<file path="src/rtl/upg_loader.sv">
// UART programming loader: parses LEN | BASE | LEN x 32-bit LE words from a byte
// stream and issues one-cycle word writes to the instruction/data RAM programming ports.
module upg_loader #(
  parameter int unsigned ADDR_W  = 15,
  parameter int unsigned TIMEOUT = 1000000
) (
  input  logic              clk,
  input  logic              rst_n,
  input  logic              start,
  input  logic [7:0]        rx_data,
  input  logic              rx_valid,
  output logic              upg_wen_o,
  output logic [ADDR_W-1:0] upg_adr_o,
  output logic [31:0]       upg_dat_o,
  output logic              upg_done_o,
  output logic              busy,
  output logic              err
);

  localparam int unsigned GAP_W = $clog2(TIMEOUT + 1);

  typedef enum logic [2:0] {
    S_IDLE,
    S_LEN0,
    S_LEN1,
    S_ADR0,
    S_ADR1,
    S_DATA,
    S_DONE
  } state_e;

  state_e            state_q, state_d;
  logic [ADDR_W-1:0] len_q, len_d;
  logic [ADDR_W-1:0] base_q, base_d;
  logic [ADDR_W-1:0] word_idx_q, word_idx_d;
  logic [1:0]        byte_idx_q, byte_idx_d;
  logic [31:0]       buf_q, buf_d;
  logic [GAP_W-1:0]  gap_q, gap_d;
  logic              wen_q, wen_d;
  logic [ADDR_W-1:0] adr_q, adr_d;
  logic [31:0]       dat_q, dat_d;
  logic              done_q, done_d;
  logic              busy_q, busy_d;
  logic              err_q, err_d;
  logic              timed_c;

  // State and output registers
  always_ff @(posedge clk or negedge rst_n) begin
    if (!rst_n) begin
      state_q    <= S_IDLE;
      len_q      <= '0;
      base_q     <= '0;
      word_idx_q <= '0;
      byte_idx_q <= '0;
      buf_q      <= '0;
      gap_q      <= '0;
      wen_q      <= 1'b0;
      adr_q      <= '0;
      dat_q      <= '0;
      done_q     <= 1'b0;
      busy_q     <= 1'b0;
      err_q      <= 1'b0;
    end else begin
      state_q    <= state_d;
      len_q      <= len_d;
      base_q     <= base_d;
      word_idx_q <= word_idx_d;
      byte_idx_q <= byte_idx_d;
      buf_q      <= buf_d;
      gap_q      <= gap_d;
      wen_q      <= wen_d;
      adr_q      <= adr_d;
      dat_q      <= dat_d;
      done_q     <= done_d;
      busy_q     <= busy_d;
      err_q      <= err_d;
    end
  end

  // Next-state, frame parsing and write generation
  always_comb begin
    state_d    = state_q;
    len_d      = len_q;
    base_d     = base_q;
    word_idx_d = word_idx_q;
    byte_idx_d = byte_idx_q;
    buf_d      = buf_q;
    gap_d      = gap_q;
    wen_d      = 1'b0;
    adr_d      = adr_q;
    dat_d      = dat_q;
    err_d      = err_q;
    timed_c    = (state_q == S_LEN1) || (state_q == S_ADR0) ||
                 (state_q == S_ADR1) || (state_q == S_DATA);

    if (start) begin
      // start overrides everything, including a byte arriving this cycle
      state_d    = S_LEN0;
      len_d      = '0;
      base_d     = '0;
      word_idx_d = '0;
      byte_idx_d = '0;
      gap_d      = '0;
      err_d      = 1'b0;
    end else if (rx_valid && (state_q != S_IDLE) && (state_q != S_DONE)) begin
      gap_d = '0;
      case (state_q)
        S_LEN0: begin
          len_d   = ADDR_W'(rx_data);
          state_d = S_LEN1;
        end
        S_LEN1: begin
          len_d   = ADDR_W'({rx_data, len_q[7:0]});
          state_d = S_ADR0;
        end
        S_ADR0: begin
          base_d  = ADDR_W'(rx_data);
          state_d = S_ADR1;
        end
        S_ADR1: begin
          base_d     = ADDR_W'({rx_data, base_q[7:0]});
          word_idx_d = '0;
          byte_idx_d = '0;
          state_d    = (len_q == '0) ? S_DONE : S_DATA;
        end
        S_DATA: begin
          case (byte_idx_q)
            2'd0:    buf_d[7:0]   = rx_data;
            2'd1:    buf_d[15:8]  = rx_data;
            2'd2:    buf_d[23:16] = rx_data;
            default: buf_d[31:24] = rx_data;
          endcase
          byte_idx_d = byte_idx_q + 2'd1;
          if (byte_idx_q == 2'd3) begin
            wen_d      = 1'b1;
            dat_d      = {rx_data, buf_q[23:0]};
            adr_d      = base_q + word_idx_q;
            word_idx_d = word_idx_q + ADDR_W'(1);
            if (word_idx_q == (len_q - ADDR_W'(1))) begin
              state_d = S_DONE;
            end
          end
        end
        default: ;
      endcase
    end else if (timed_c) begin
      // Inter-byte gap watchdog; abort drops any partial word
      if (gap_q == GAP_W'(TIMEOUT - 1)) begin
        state_d    = S_IDLE;
        err_d      = 1'b1;
        byte_idx_d = '0;
        gap_d      = '0;
      end else begin
        gap_d = gap_q + GAP_W'(1);
      end
    end

    done_d = (state_d == S_DONE);
    busy_d = (state_d == S_LEN0) || (state_d == S_LEN1) || (state_d == S_ADR0) ||
             (state_d == S_ADR1) || (state_d == S_DATA);
  end

  assign upg_wen_o  = wen_q;
  assign upg_adr_o  = adr_q;
  assign upg_dat_o  = dat_q;
  assign upg_done_o = done_q;
  assign busy       = busy_q;
  assign err        = err_q;

endmodule

</file>
<file path="config.mk">
export PLATFORM = sky130hd
export DESIGN_NAME = upg_loader
export DESIGN_NICKNAME = d
export VERILOG_FILES = /design/src/rtl/upg_loader.sv
export SDC_FILE = /design/constraint.sdc
export NUM_CORES = 1
export LEC_CHECK = 0
export BUFFER_PORTS_ARGS = -buffer_cell sky130_fd_sc_hd__buf_2
export CAP_MARGIN = 20
export CORE_MARGIN = 4
export CORE_UTILIZATION = 45
export DETAILED_ROUTE_END_ITERATION = 6
export MAX_ROUTING_LAYER = met4
export PLACE_DENSITY = 0.68
export REMOVE_ABC_BUFFERS = 1
export SETUP_SLACK_MARGIN = 0.15
export SYNTH_ARGS = -nofsm -noshare
export SYNTH_HDL_FRONTEND = slang
export SYNTH_SLANG_ARGS = --single-unit
</file>
<file path="constraint.sdc">
create_clock -name clk -period 3.2 [get_ports clk]
set_clock_uncertainty 0.05 [all_clocks]
set_input_delay 0.16 -clock clk [delete_from_list [all_inputs] [get_ports clk]]
set_output_delay 0.16 -clock clk [all_outputs]
set_load 0.02 [all_outputs]
</file>
==> out/results.tsv <==
metric	value	unit
worst path cell trace	nor2b_1, nand3_1, nor2_4, nand2_2, inv_2, mux2_2	
# IOs	63	
vias in the first global route	5511	
drt first-iter violations	396	
endpoints failing setup	0	
DIE HEIGHT	136	um
Routed Antenna Nets	0	
worst slew pin tran	0.940	ns
Peak VDD IR	0.396	mV
Setup CP Type	reg -> reg	
area fraction in compound gates after synthesis	0.125	
RSZ-0062 raised after global routing	false	
CTS resizes	0	
register bit count reported by yosys	145	
nets@finish	877	
worst r2r src	state_q[2]	
ys flop type	dfrtp_1	
Mapped Cells	773	
combinational family with the most area after synthesis	simple AND/OR/NAND/NOR gates	
post-synthesis cell area	7330	um^2
CTS tree	built	
CTS HTree Levels	4	
vias per inst	5.34	
RePlAce Congestion	0.919	
core area	15900	um^2
Slew HR	0.367	
synth-to-layout area growth	15.7	%
clk buf depth	2	
leakage	4.11	nW
Antenna Diode Count	0	
top fanout value on the critical path	18	
largest net degree at the start of global routing	86	
CP peak stage delay	0.58	ns
clock slew at reported path FFs	0.06	ns
Max Cap Viol	0	
Post-Synth Adder-Cell Area	0.0386	
first-pass GRT wire length	28.6	mm
R2R depth	6	
Vias	5714	
Starting Density	0.460	
PortBufs	62	
Die X	136	um
Switching Fraction	0.269	
Post-synth EDFFs	0	
row cnt	46	
reg-to-reg endpoint	upg_adr_o[4]	
Seq/Total Area, Yosys	0.495	
Fin. Hold Viols	0	
GRT Total Usage	0.205	
layout cell share with drive strength beyond 1	0.178	
Worst path slowest cell	dfrtp_1	
reg-to-reg slack, setup	0.50	ns
Slew Viols, Final	0	
worst path required time	3.46	ns
Gate power share	0.117	
Worst Setup SP	state_q[2]	
Cell variety after synth	66	
Power Density	521	nW/um^2
Tot Pwr	4.42	mW
Post-CTS Setup Repair Bufs	0	
Psw	1.19	mW
final wirelength	17.6	mm
Post-CTS Hold Fix Bufs	2	
DR WL/cell	16.4	um
sequential fraction of design power	0.453	
HP Class	in -> reg	
run status	finished clean	
period utilization	0.845	
clock sink count	145	
crit path time final	2.70	ns
Syn Area/Cell	9.48	um^2
grt ovf	0	
Worst setup EP type	flop	
Int Power	3.23	mW
startpoint type of the worst setup path	flop	
Fillers	1438	
mux share of post-synthesis cell area	0.0429	
Post-Synth XOR/XNOR Area	0.0514	
Clk pwr share	0.430	
Synth Warn #	0	
die area	18400	um^2
simple-gate share of the synthesized area	0.217	
clock root buffer	clkbuf_16	
antenna violations before repair	0	
TritonCTS Buffers	17	
ys async rst share	1.00	
iteration count of the initial detailed-routing pass	5	
FMAX	0.370	GHz
detailed placement HPWL	12.1	mm
worst skew pair latency	0.42	ns
Critical path destination	upg_adr_o[4]	
hold slack	0.0496	ns
DRC violations left	0	
Critical Path AT	2.96	ns
## cells by family (layout without fill, tap and decap cells)
group / count (synthesis) / count (layout)
and+or+nand+nor: 339 / 339
DFF: 145 / 145
AOI/OAI and AO/OA: 143 / 143
buffers and inverters: 53 / 135
xor gates and xnor gates: 43 / 43
muxes: 28 / 28
adders and majority gates: 22 / 22
## power by group through the flow
stage	sequential (mW)	combinational, mW	clock [mW]
finish	2.00	0.516	1.90
global route	2.01	0.575	2.01
CTS	2.00	0.520	1.93
detailed placement	2.03	0.513	0
global placement	2.03	0.505	0
floorplan	2.01	0.343	0
## routing by layer
metal  up-vias  GRT usage  share of wire
met5         -          -              0
met2       121      0.323           0.47
li1       2815          -              -
met1      2759      0.274           0.47
met4         0     0.0610          0.015
met3        19     0.0360          0.044
## layout make-up
cell class | instances | area [um^2] | area share
clock inverters | 10 | 101 | 0.0120
repair buffers | 77 | 447 | 0.0527
clock buffers | 21 | 450 | 0.0531
inverters | 27 | 101 | 0.0120
well taps | 216 | 270 | 0.0319
flip-flops and latches | 145 | 3630 | 0.428
multi-input cells | 575 | 3480 | 0.410
## worst min path at each step
stage	start	to	slack, ns	cells after the start
after floorplan	rst_n	base_q[0]	-0.19	0
after global placement	rst_n	upg_wen_o	0.23	1
after detailed placement	rst_n	upg_adr_o[3]	0.23	1
after CTS	rx_data[0]	upg_dat_o[24]	0.03	3
after global routing	rx_data[3]	upg_dat_o[27]	0.04	3
final	rx_data[0]	upg_dat_o[24]	0.05	3
## critical path: cells and delay by family (launching register included)
kind | cells | cell delay, ns
mux | 1 | 0.37
flops | 1 | 0.58
simple gates | 4 | 1.20
buf+inv | 1 | 0.38
## registers in the layout, indices dropped and copies added, names as in the netlist
name        flops
upg_dat_o      32
upg_adr_o      15
upg_wen_o       1
gap_q          20
word_idx_q     15
byte_idx_q      2
state_q         3
buf_q          24
err             1
busy            1
base_q         15
upg_done_o      1
len_q          15
## stage by stage
stage | std cells | util | area [um^2] | setup TNS, ns | setup slack, ns
after floorplan | 747 | - | 7210 | -0.0797 | -0.0797
after global placement | 1038 | 0.496 | 7910 | 0 | 0.611
after detailed placement | 1038 | 0.496 | 7910 | 0 | 0.541
after CTS | 1071 | 0.532 | 8480 | 0 | 0.528
after global routing | 1071 | 0.532 | 8480 | 0 | 0.274
final | 1071 | 0.532 | 8480 | 0 | 0.495
## cell usage after synthesis (2+ instances only)
cell type	count	area share
a211oi_1	2	0.0020
a21boi_0	3	0.0031
a21o_1	2	0.0020
a21oi_1	27	0.018
a22o_1	10	0.012
a31oi_1	9	0.0077
and2_1	2	0.0017
and3_1	7	0.0060
buf_1	4	0.0020
buf_2	2	0.0014
buf_6	2	0.0031
clkbuf_1	17	0.0087
dfrtp_1	145	0.50
ha_1	21	0.036
inv_1	26	0.013
mux2_2	27	0.042
nand2_1	180	0.092
nand2b_1	7	0.0060
nand3_1	27	0.018
nand3b_1	2	0.0020
nand4_1	7	0.0060
nor2_1	47	0.024
nor2b_1	6	0.0051
nor3_1	16	0.011
nor3b_1	3	0.0031
nor4_1	7	0.0060
nor4_2	4	0.0068
o2111ai_1	2	0.0024
o211ai_1	5	0.0051
o21ai_0	59	0.040
o31a_1	3	0.0036
o31ai_1	3	0.0031
o32ai_1	2	0.0024
o41ai_1	2	0.0024
or2_2	3	0.0026
or3_1	6	0.0051
or3_4	3	0.0046
or4_1	3	0.0031
or4_4	2	0.0031
xnor2_1	20	0.024
xor2_1	23	0.027
## placed cells by master (no fill, tap or decap), types with 7 or more instances in the layout
cell type	n
buf_4	12
nand3_1	27
and3_1	7
nor4_1	7
a31oi_1	9
clkbuf_16	17
dfrtp_1	145
nor3_1	16
o21ai_0	59
xnor2_1	20
buf_2	61
nand4_1	7
nand2_1	179
nor2_1	47
a22o_1	10
a21oi_1	27
nand2b_1	7
inv_1	26
mux2_2	27
ha_1	21
xor2_1	23
(Power assumes the default switching activity.)
